$ cat src/rtl/aes_round_ctrl.sv
// Round sequencer for an iterative AES datapath: optional key expansion, the
// initial AddRoundKey load, NUM_ROUNDS-1 full rounds, one final round, then output.
module aes_round_ctrl #(
  parameter int KEY_WIDTH = 128
) (
  input  logic       clk,
  input  logic       rst,
  input  logic       in_valid,
  output logic       in_ready,
  input  logic       key_new,
  output logic       kx_start,
  input  logic       kx_done,
  output logic       ld_state,
  output logic       round_en,
  output logic       final_round,
  output logic [3:0] round_idx,
  output logic       out_valid,
  input  logic       out_ready,
  output logic       busy,
  output logic [2:0] state_dbg
);

  localparam logic [3:0] NUM_ROUNDS = (KEY_WIDTH == 128) ? 4'd10 : 4'd14;

  localparam logic [2:0] S_IDLE  = 3'd0;
  localparam logic [2:0] S_KX    = 3'd1;
  localparam logic [2:0] S_LOAD  = 3'd2;
  localparam logic [2:0] S_RUN   = 3'd3;
  localparam logic [2:0] S_FINAL = 3'd4;
  localparam logic [2:0] S_DONE  = 3'd5;

  logic [2:0] state, state_nx;
  logic [3:0] cnt, cnt_nx;
  logic       key_stale;

  // Handshakes: a block is taken when in_valid & in_ready at a rising edge; the
  // result leaves when out_valid & out_ready at a rising edge.
  always_comb begin
    state_nx = state;
    cnt_nx   = cnt;
    case (state)
      S_IDLE: begin
        cnt_nx = 4'd0;
        if (in_valid) state_nx = key_stale ? S_KX : S_LOAD;
      end
      // In KX the counter marks whether the expansion request has been issued.
      S_KX: begin
        if (kx_done) begin
          state_nx = S_LOAD;
          cnt_nx   = 4'd0;
        end else begin
          cnt_nx = 4'd1;
        end
      end
      S_LOAD: begin
        state_nx = S_RUN;
        cnt_nx   = 4'd1;
      end
      S_RUN: begin
        cnt_nx = cnt + 4'd1;
        if (cnt == NUM_ROUNDS - 4'd1) state_nx = S_FINAL;
      end
      S_FINAL: state_nx = S_DONE;
      S_DONE: begin
        if (out_ready) begin
          state_nx = S_IDLE;
          cnt_nx   = 4'd0;
        end
      end
      default: begin
        state_nx = S_IDLE;
        cnt_nx   = 4'd0;
      end
    endcase
  end

  always_ff @(posedge clk or posedge rst) begin
    if (rst) begin
      state <= S_IDLE;
      cnt   <= 4'd0;
    end else begin
      state <= state_nx;
      cnt   <= cnt_nx;
    end
  end

  // A key change always wins over a completing expansion of the older key.
  always_ff @(posedge clk or posedge rst) begin
    if (rst)                            key_stale <= 1'b1;
    else if (key_new)                   key_stale <= 1'b1;
    else if (state == S_KX && kx_done)  key_stale <= 1'b0;
  end

  assign in_ready    = (state == S_IDLE);
  assign busy        = (state != S_IDLE);
  assign kx_start    = (state == S_KX) && (cnt == 4'd0);
  assign ld_state    = (state == S_LOAD);
  assign round_en    = (state == S_RUN) || (state == S_FINAL);
  assign final_round = (state == S_FINAL);
  assign out_valid   = (state == S_DONE);
  assign round_idx   = (state == S_KX) ? 4'd0 : cnt;
  assign state_dbg   = state;

endmodule

$ cat config.mk
export PLATFORM = sky130hd
export DESIGN_NAME = aes_round_ctrl
export DESIGN_NICKNAME = d
export VERILOG_FILES = /design/src/rtl/aes_round_ctrl.sv
export SDC_FILE = /design/constraint.sdc
export NUM_CORES = 1
export LEC_CHECK = 0
export CORE_MARGIN = 2
export CORE_UTILIZATION = 39
export CTS_BUF_LIST = sky130_fd_sc_hd__clkbuf_8
export CTS_CLUSTER_SIZE = 8
export DETAILED_ROUTE_END_ITERATION = 10
export GPL_TIMING_DRIVEN = 0
export PLACE_DENSITY = 0.8
export SKIP_LAST_GASP = 1
export SYNTH_ARGS = -nofsm -noshare
export SYNTH_HDL_FRONTEND = slang
export SYNTH_SLANG_ARGS = --single-unit
$ cat constraint.sdc
create_clock -name clk -period 1.2 [get_ports clk]
set_clock_uncertainty 0.15 [all_clocks]
set_input_delay 0.24 -clock clk [delete_from_list [all_inputs] [get_ports clk]]
set_output_delay 0.24 -clock clk [all_outputs]
set_load 0.02 [all_outputs]
==> impl_metrics.csv, run 1 <==
group,metric,value,unit
outcome,outcome,"finished, violations left",
outcome,failed_checks,"setup timing",
pwr,sequential_power_share,0.168,
pwr,leakage,0.486,nW
layout,fin_nets,113,
sta,postLayoutSetupSlackWorst,-0.538,ns
placement,hpwlAfterDp,891,um
clock_tree,tritoncts,"built",
global_routing,antenna_violations_before_repair,0,
synth,synth_seq_cells,8,
drt,drt_iter0_markers,19,
critical_path,crit_path_start_kind,"register",
placement,io_buffer_count,19,
critical_path,worst_path_class_setup,"register to primary output",
layout,area_growth_syn_to_layout,107,%
synth,synth-adder-area-share,0.0723,
critical_path,crit_path_end_kind,"primary output",
placement,globalplace.congestion,0.792,
clock_tree,cts.sink_count,8,
run,cap_violations,0,
synth,synth.yosys.warnings,0,
floorplan,ports_placed_on_the_boundary,20,
sta,setup_viol,22,
drt,totalWireLength,1.79,mm
synth,synthesis.area_per_instance,8.24,um2
synth,post_synth_instance_area,519,um2
pwr,fraction_of_power_consumed_by_the_clock_network,0.109,
clock_tree,cts.htree.levels,1,
drt,route.antenna.remaining_nets,0,
global_routing,global_route_wire_length_before_repair,2.48,mm
floorplan,core-area,1270,um2
floorplan,start_util,0.409,
sta,finalCritPeriodShare,1.45,
clock_tree,cts.reportedPaths.clkPinSlew,0.04,ns
drt,via_count,642,
floorplan,die-area,1640,um2
pwr,pwr_density_cell,2850,nW/um2
synth,yosysSeqAreaShare,0.388,
synth,synth_top_cell_area_share,0.337,
synth,synth_nets,72,
pwr,pwr-share-comb,0.723,
sta,worst_pin_slew,0.317,ns
synth,synth_simple_gate_area_share,0.241,
sta,rsz0062_at_grt,"true",
clock_tree,worstSkewPairLatency,0.23,ns
layout,layout.cells.most_common,"buf_6",
pwr,p_int,1.73,mW
floorplan,floorplan.die.height,40.5,um
critical_path,critical_path.max_fanout,6,
drt,drt-wirelength-per-cell,15.2,um
pwr,total_power,3.06,mW
synth,synth_top_family_by_area,"simple AND/OR/NAND/NOR gates",
sta,hold_slack,0.108,ns
pwr,power.switching,1.33,mW
layout,antenna-diode-count,0,
clock_tree,clockRootBuffer,"clkbuf_8",
layout,final_layout_size_suffix_gt1_frac,0.592,
layout,final_cell_mix,"buf_6, buf_4, nand2_1, clkdlybuf4s50_1, dfrtp_1",
sta,finalWorstPathRequiredPeriod,1.74,ns
drt,drtPass1Iterations,4,
synth,proportion_of_synthesized_area_in_mux_cells,0,
synth,compound_cell_area_share_of_the_yosys_netlist,0.205,
pwr,netSwitchingFraction,0.434,
sta,worst_case_headroom_to_the_max_slew_limit,0.789,
sta,report.final.slew_viol_count,0,
drt,vias_per_cell,5.44,
layout,filler_cell_count,60,
hold_path,hold_path.class,"input port to asynchronous set/reset pin",
clock_tree,cts_buffers,3,
clock_tree,cts-hold-fix-buffers,0,
synth,synth_top_area_cell,"dfrtp_1",
synth,synth_cell_types,26,
synth,synthCells,63,
global_routing,pin_count_of_the_biggest_net_entering_global_routing,9,
sta,finalHoldViolCount,0,
pwr,vdd.ir_drop.worst,0.00156,V
synth,post_synth_xor_area_fraction,0.0337,
sta,fmaxAchievable,0.575,GHz
global_routing,via_count_of_the_first_global_routing_pass,565,
synth,synth.top_cells.by_area,"dfrtp_1, ha_1, a21oi_1",
floorplan,die_w,40.5,um
drt,post-route-drc-count,0,
global_routing,global_route.usage.total,0.246,
clock_tree,cts_max_path_buffers,2,
critical_path,arrival,1.35,ns
critical_path,required,0.81,ns
floorplan,fp-row-count,13,
global_routing,globalRouteOverflowTotal,0,
path summary, 6_finish.rpt:
check | startpoint | end | slack (ns) | cells after the start
worst max-delay path | state_dbg[1] | round_idx[2] | -0.54 | 5
worst min-delay path | rst | cnt[2] | 0.11 | 2
worst max register to register | state_dbg[2] | state_dbg[2] | -0.34 | 6
worst min register to register | key_stale | key_stale | 0.40 | 1
max in group asynchronous | rst | key_stale | 0.50 | 2
min in group clk | key_stale | key_stale | 0.40 | 1
cell usage after synthesis (all sizes together):
library cell / count
nand3: 1
dfstp: 1
a21o: 2
xnor2: 1
and3: 1
inv: 6
buf: 1
a22o: 1
nand2: 5
or3: 2
nand2b: 2
a31oi: 1
ha: 3
dfrtp: 7
nor3: 3
a32oi: 1
nor2b: 3
clkbuf: 1
xor2: 1
o31ai: 1
a21oi: 6
nor2: 7
o21ai: 6
sequential cells by signal, indices dropped and copies added (netlist names):
register   cells
state_dbg      3
cnt            4
key_stale      1
cell families after synthesis:
| family | after synthesis |
|---|---|
| buffers and inverters | 8 |
| DFF | 8 |
| adders and majority gates | 3 |
| xor gates and xnor gates | 2 |
| and+or+nand+nor | 24 |
| AOI/OAI and AO/OA | 18 |
critical path, stage by stage, from the launching register on:
cell	delay [ns]
dfrtp_2	0.45
buf_6	0.14
nor3_4	0.16
buf_6	0.15
nor2b_1	0.05
buf_2	0.16
metrics by stage:
stage                util  setup WS [ns]  instance area (um2)  cells  setup TNS (ns)
finish              0.847         -0.538                 1070    118           -7.73
global route        0.847         -0.597                 1070    118           -8.78
CTS                 0.803         -0.532                 1020    114           -7.21
detailed placement  0.640         -0.816                  812     97           -9.08
global placement    0.640         -0.815                  812     97           -8.93
floorplan               -         -0.241                  603     63           -2.56
routing by layer:
layer	vias to the layer above	global-route usage	routed length, um
met5	-	0	0
met4	0	0.192	80
met3	11	0.0611	104
met2	31	0.389	895
met1	301	0.279	710
li1	299	-	-
timing repair:
item                                   in CTS  in global routing
pin swaps                                   4                  7
setup endpoints to repair                  21                 22
buffers inserted                           13                  5
endpoints found under the hold margin       0                  0
resized for setup                          88                 15
cell type report:
type	instances	area, um2	area share
multi-input combinational	47	394	0.367
timing repair buffer	37	373	0.347
sequential	8	205	0.191
clock buffer	3	41.3	0.0384
inverter	6	27.5	0.0256
tap	15	18.8	0.0175
buffer	1	11.3	0.0105
clock inverter	1	3.75	0.00349
power groups by stage:
stage          sequential [mW]  combinational [mW]  clock, mW
2_1_floorplan            0.549               0.948          0
3_3_place_gp             0.507                1.47          0
3_5_place_dp             0.512                1.49          0
4_1_cts                  0.501                2.01      0.341
5_1_grt                  0.528                2.36      0.355
6_report                 0.516                2.21      0.333
No activity file was read; power rests on OpenSTA's default activity.
==> inputs of run 2 (changes only) <==
--- a/config.mk
+++ b/config.mk
@@ -6,13 +6,14 @@
 export NUM_CORES = 1
 export LEC_CHECK = 0
 export CORE_MARGIN = 2
-export CORE_UTILIZATION = 39
-export CTS_BUF_LIST = sky130_fd_sc_hd__clkbuf_8
+export CORE_UTILIZATION = 37
+export CTS_BUF_LIST = sky130_fd_sc_hd__clkbuf_4 sky130_fd_sc_hd__clkbuf_8 sky130_fd_sc_hd__clkbuf_16
 export CTS_CLUSTER_SIZE = 8
 export DETAILED_ROUTE_END_ITERATION = 10
 export GPL_TIMING_DRIVEN = 0
-export PLACE_DENSITY = 0.8
+export PLACE_DENSITY = 0.77
 export SKIP_LAST_GASP = 1
 export SYNTH_ARGS = -nofsm -noshare
 export SYNTH_HDL_FRONTEND = slang
 export SYNTH_SLANG_ARGS = --single-unit
+export TNS_END_PERCENT = 5
==> impl_metrics.csv, run 2 (synthesized netlist as in run 1, its figures left out) <==
group,metric,value,unit
pwr,pwr-share-comb,0.669,
layout,finish.utilization,0.649,
floorplan,fp-row-count,13,
pwr,netSwitchingFraction,0.456,
hold_path,hold_path.class,"input port to asynchronous set/reset pin",
sta,finalHoldViolCount,0,
layout,layout.cells.most_common,"clkdlybuf4s50_1",
sta,rsz0062_at_grt,"true",
global_routing,global_route.usage.total,0.160,
placement,preCtsSetupSlack,-0.835,ns
drt,vias_per_cell,5.14,
placement,hpwlAfterDp,950,um
run,cap_violations,0,
clock_tree,cts_buffers,3,
layout,final_layout_size_suffix_gt1_frac,0.409,
sta,report.final.slew_viol_count,0,
sta,finalCritPeriodShare,1.46,
clock_tree,worstSkewPairLatency,0.27,ns
outcome,outcome,"finished, violations left",
placement,placement.cell_area,786,um2
floorplan,floorplan.die.height,41.5,um
sta,finalWorstPathRequiredPeriod,1.75,ns
pwr,vdd.ir_drop.worst,0.00131,V
pwr,pwr_density_cell,2690,nW/um2
placement,globalplace.congestion,0.727,
layout,final_cell_mix,"clkdlybuf4s50_1, nor2_1, buf_2",
critical_path,critical_path.max_fanout,6,
clock_tree,clockRootBuffer,"clkbuf_4",
pwr,leakage,0.384,nW
pwr,p_int,1.24,mW
floorplan,die-area,1720,um2
sta,postLayoutSetupSlackWorst,-0.550,ns
drt,via_count,555,
pwr,fraction_of_power_consumed_by_the_clock_network,0.110,
layout,antenna-diode-count,0,
global_routing,antenna_violations_before_repair,0,
critical_path,arrival,1.36,ns
sta,fmaxAchievable,0.572,GHz
drt,route.antenna.remaining_nets,0,
critical_path,crit-reg2reg-launch,"state_dbg[1]",
critical_path,crit_path_end_kind,"primary output",
sta,worst_case_headroom_to_the_max_slew_limit,0.758,
drt,totalWireLength,1.32,mm
critical_path,worst_case_register_to_register_setup_slack,-0.31,ns
critical_path,critical_path.reg2reg.endpoint,"state_dbg[2]",
layout,post-route-cell-area,845,um2
clock_tree,cts.htree.levels,1,
critical_path,crit_path_start_kind,"register",
clock_tree,cts.sink_count,8,
outcome,failed_checks,"setup timing",
sta,setup_viol,22,
global_routing,via_count_of_the_first_global_routing_pass,483,
pwr,power.switching,1.04,mW
critical_path,r2r_depth,5,
layout,filler_cell_count,125,
global_routing,global_route_wire_length_before_repair,2.07,mm
sta,hold_slack,0.0648,ns
placement,io_buffer_count,19,
clock_tree,tritoncts,"built",
global_routing,globalRouteOverflowTotal,0,
layout,largest_register_ffs,4,
layout,footprint_of_the_multi_input_gates,330,um2
drt,drtPass1Iterations,4,
clock_tree,cts.reportedPaths.clkPinSlew,0.06,ns
drt,post-route-drc-count,0,
floorplan,ports_placed_on_the_boundary,20,
drt,drt-wirelength-per-cell,12.2,um
global_routing,pin_count_of_the_biggest_net_entering_global_routing,11,
floorplan,core-area,1300,um2
drt,drt_iter0_markers,2,
floorplan,die_w,41.5,um
sta,worst_pin_slew,0.363,ns
pwr,sequential_power_share,0.221,
critical_path,worst_path_class_setup,"register to primary output",
layout,area_growth_syn_to_layout,62.7,%
layout,register_area,205,um2
clock_tree,cts_max_path_buffers,2,
floorplan,start_util,0.399,
layout,fin_nets,103,
critical_path,required,0.81,ns
layout,regMostFlops,"cnt",
sta,setup_total_negative_slack,-8.77,ns
run 2: changes by cell type in the layout (fill, tap and decap cells not counted), sizes merged:
cell	previous run	this run
buf	33	16
clkdlybuf4s15	0	3
clkdlybuf4s50	5	8
clkbuf	3	5
inv	7	6
run 2: worst max-delay path by stage:
| stage | from | endpoint | depth (start not counted) |
|---|---|---|---|
| 6_report | state_dbg[1] | round_en | 4 |
| 5_1_grt | state_dbg[1] | round_en | 4 |
| 4_1_cts | state_dbg[2] | round_en | 4 |
| 3_5_place_dp | state_dbg[2] | kx_start | 4 |
| 3_3_place_gp | state_dbg[2] | kx_start | 4 |
| 2_1_floorplan | state_dbg[2] | round_en | 3 |
run 2: metal layers:
metal	track usage	routed length [um]	vias to the layer above
li1	-	-	275
met1	0.177	565	257
met2	0.269	644	18
met3	0.0522	65	5
met4	0.0839	42	0
met5	0	0	-
run 2: power by group through the flow:
stage	Clock (mW)	Sequential (mW)	Combinational, mW
2_1_floorplan	0	0.545	0.884
3_3_place_gp	0	0.508	1.41
3_5_place_dp	0	0.512	1.42
4_1_cts	0.257	0.503	1.48
5_1_grt	0.283	0.516	1.64
6_report	0.249	0.503	1.52
run 2: timing repair:
action / CTS / global route
pin swaps: 2 / 2
setup endpoints to repair: 22 / 22
gates resized for setup: 45 / 0
hold buffers: 0 / 0
setup buffers: 5 / 2
run 2: worst max-delay path, stage by stage, from the launching register on:
cell and delay, ns:
dfrtp_2 0.45, inv_4 0.07, or3_4 0.39, o21ai_4 0.07
buf_6 0.13
run 2: per-stage QoR:
| step | total power [mW] | cells |
|---|---|---|
| after global routing | 2.44 | 108 |
| final | 2.28 | 108 |
| after global placement | 1.92 | 97 |
| after detailed placement | 1.93 | 97 |
| after floorplan | 1.43 | 63 |
| after CTS | 2.24 | 106 |
run 2: area by class of cell:
class / instances / share of cell area
Buffer: 2 / 0.0222
Clock buffer: 4 / 0.0356
Inverter: 6 / 0.0296
Multi-Input combinational cell: 47 / 0.391
Sequential cell: 8 / 0.243
Tap cell: 15 / 0.0222
Timing Repair Buffer: 26 / 0.256
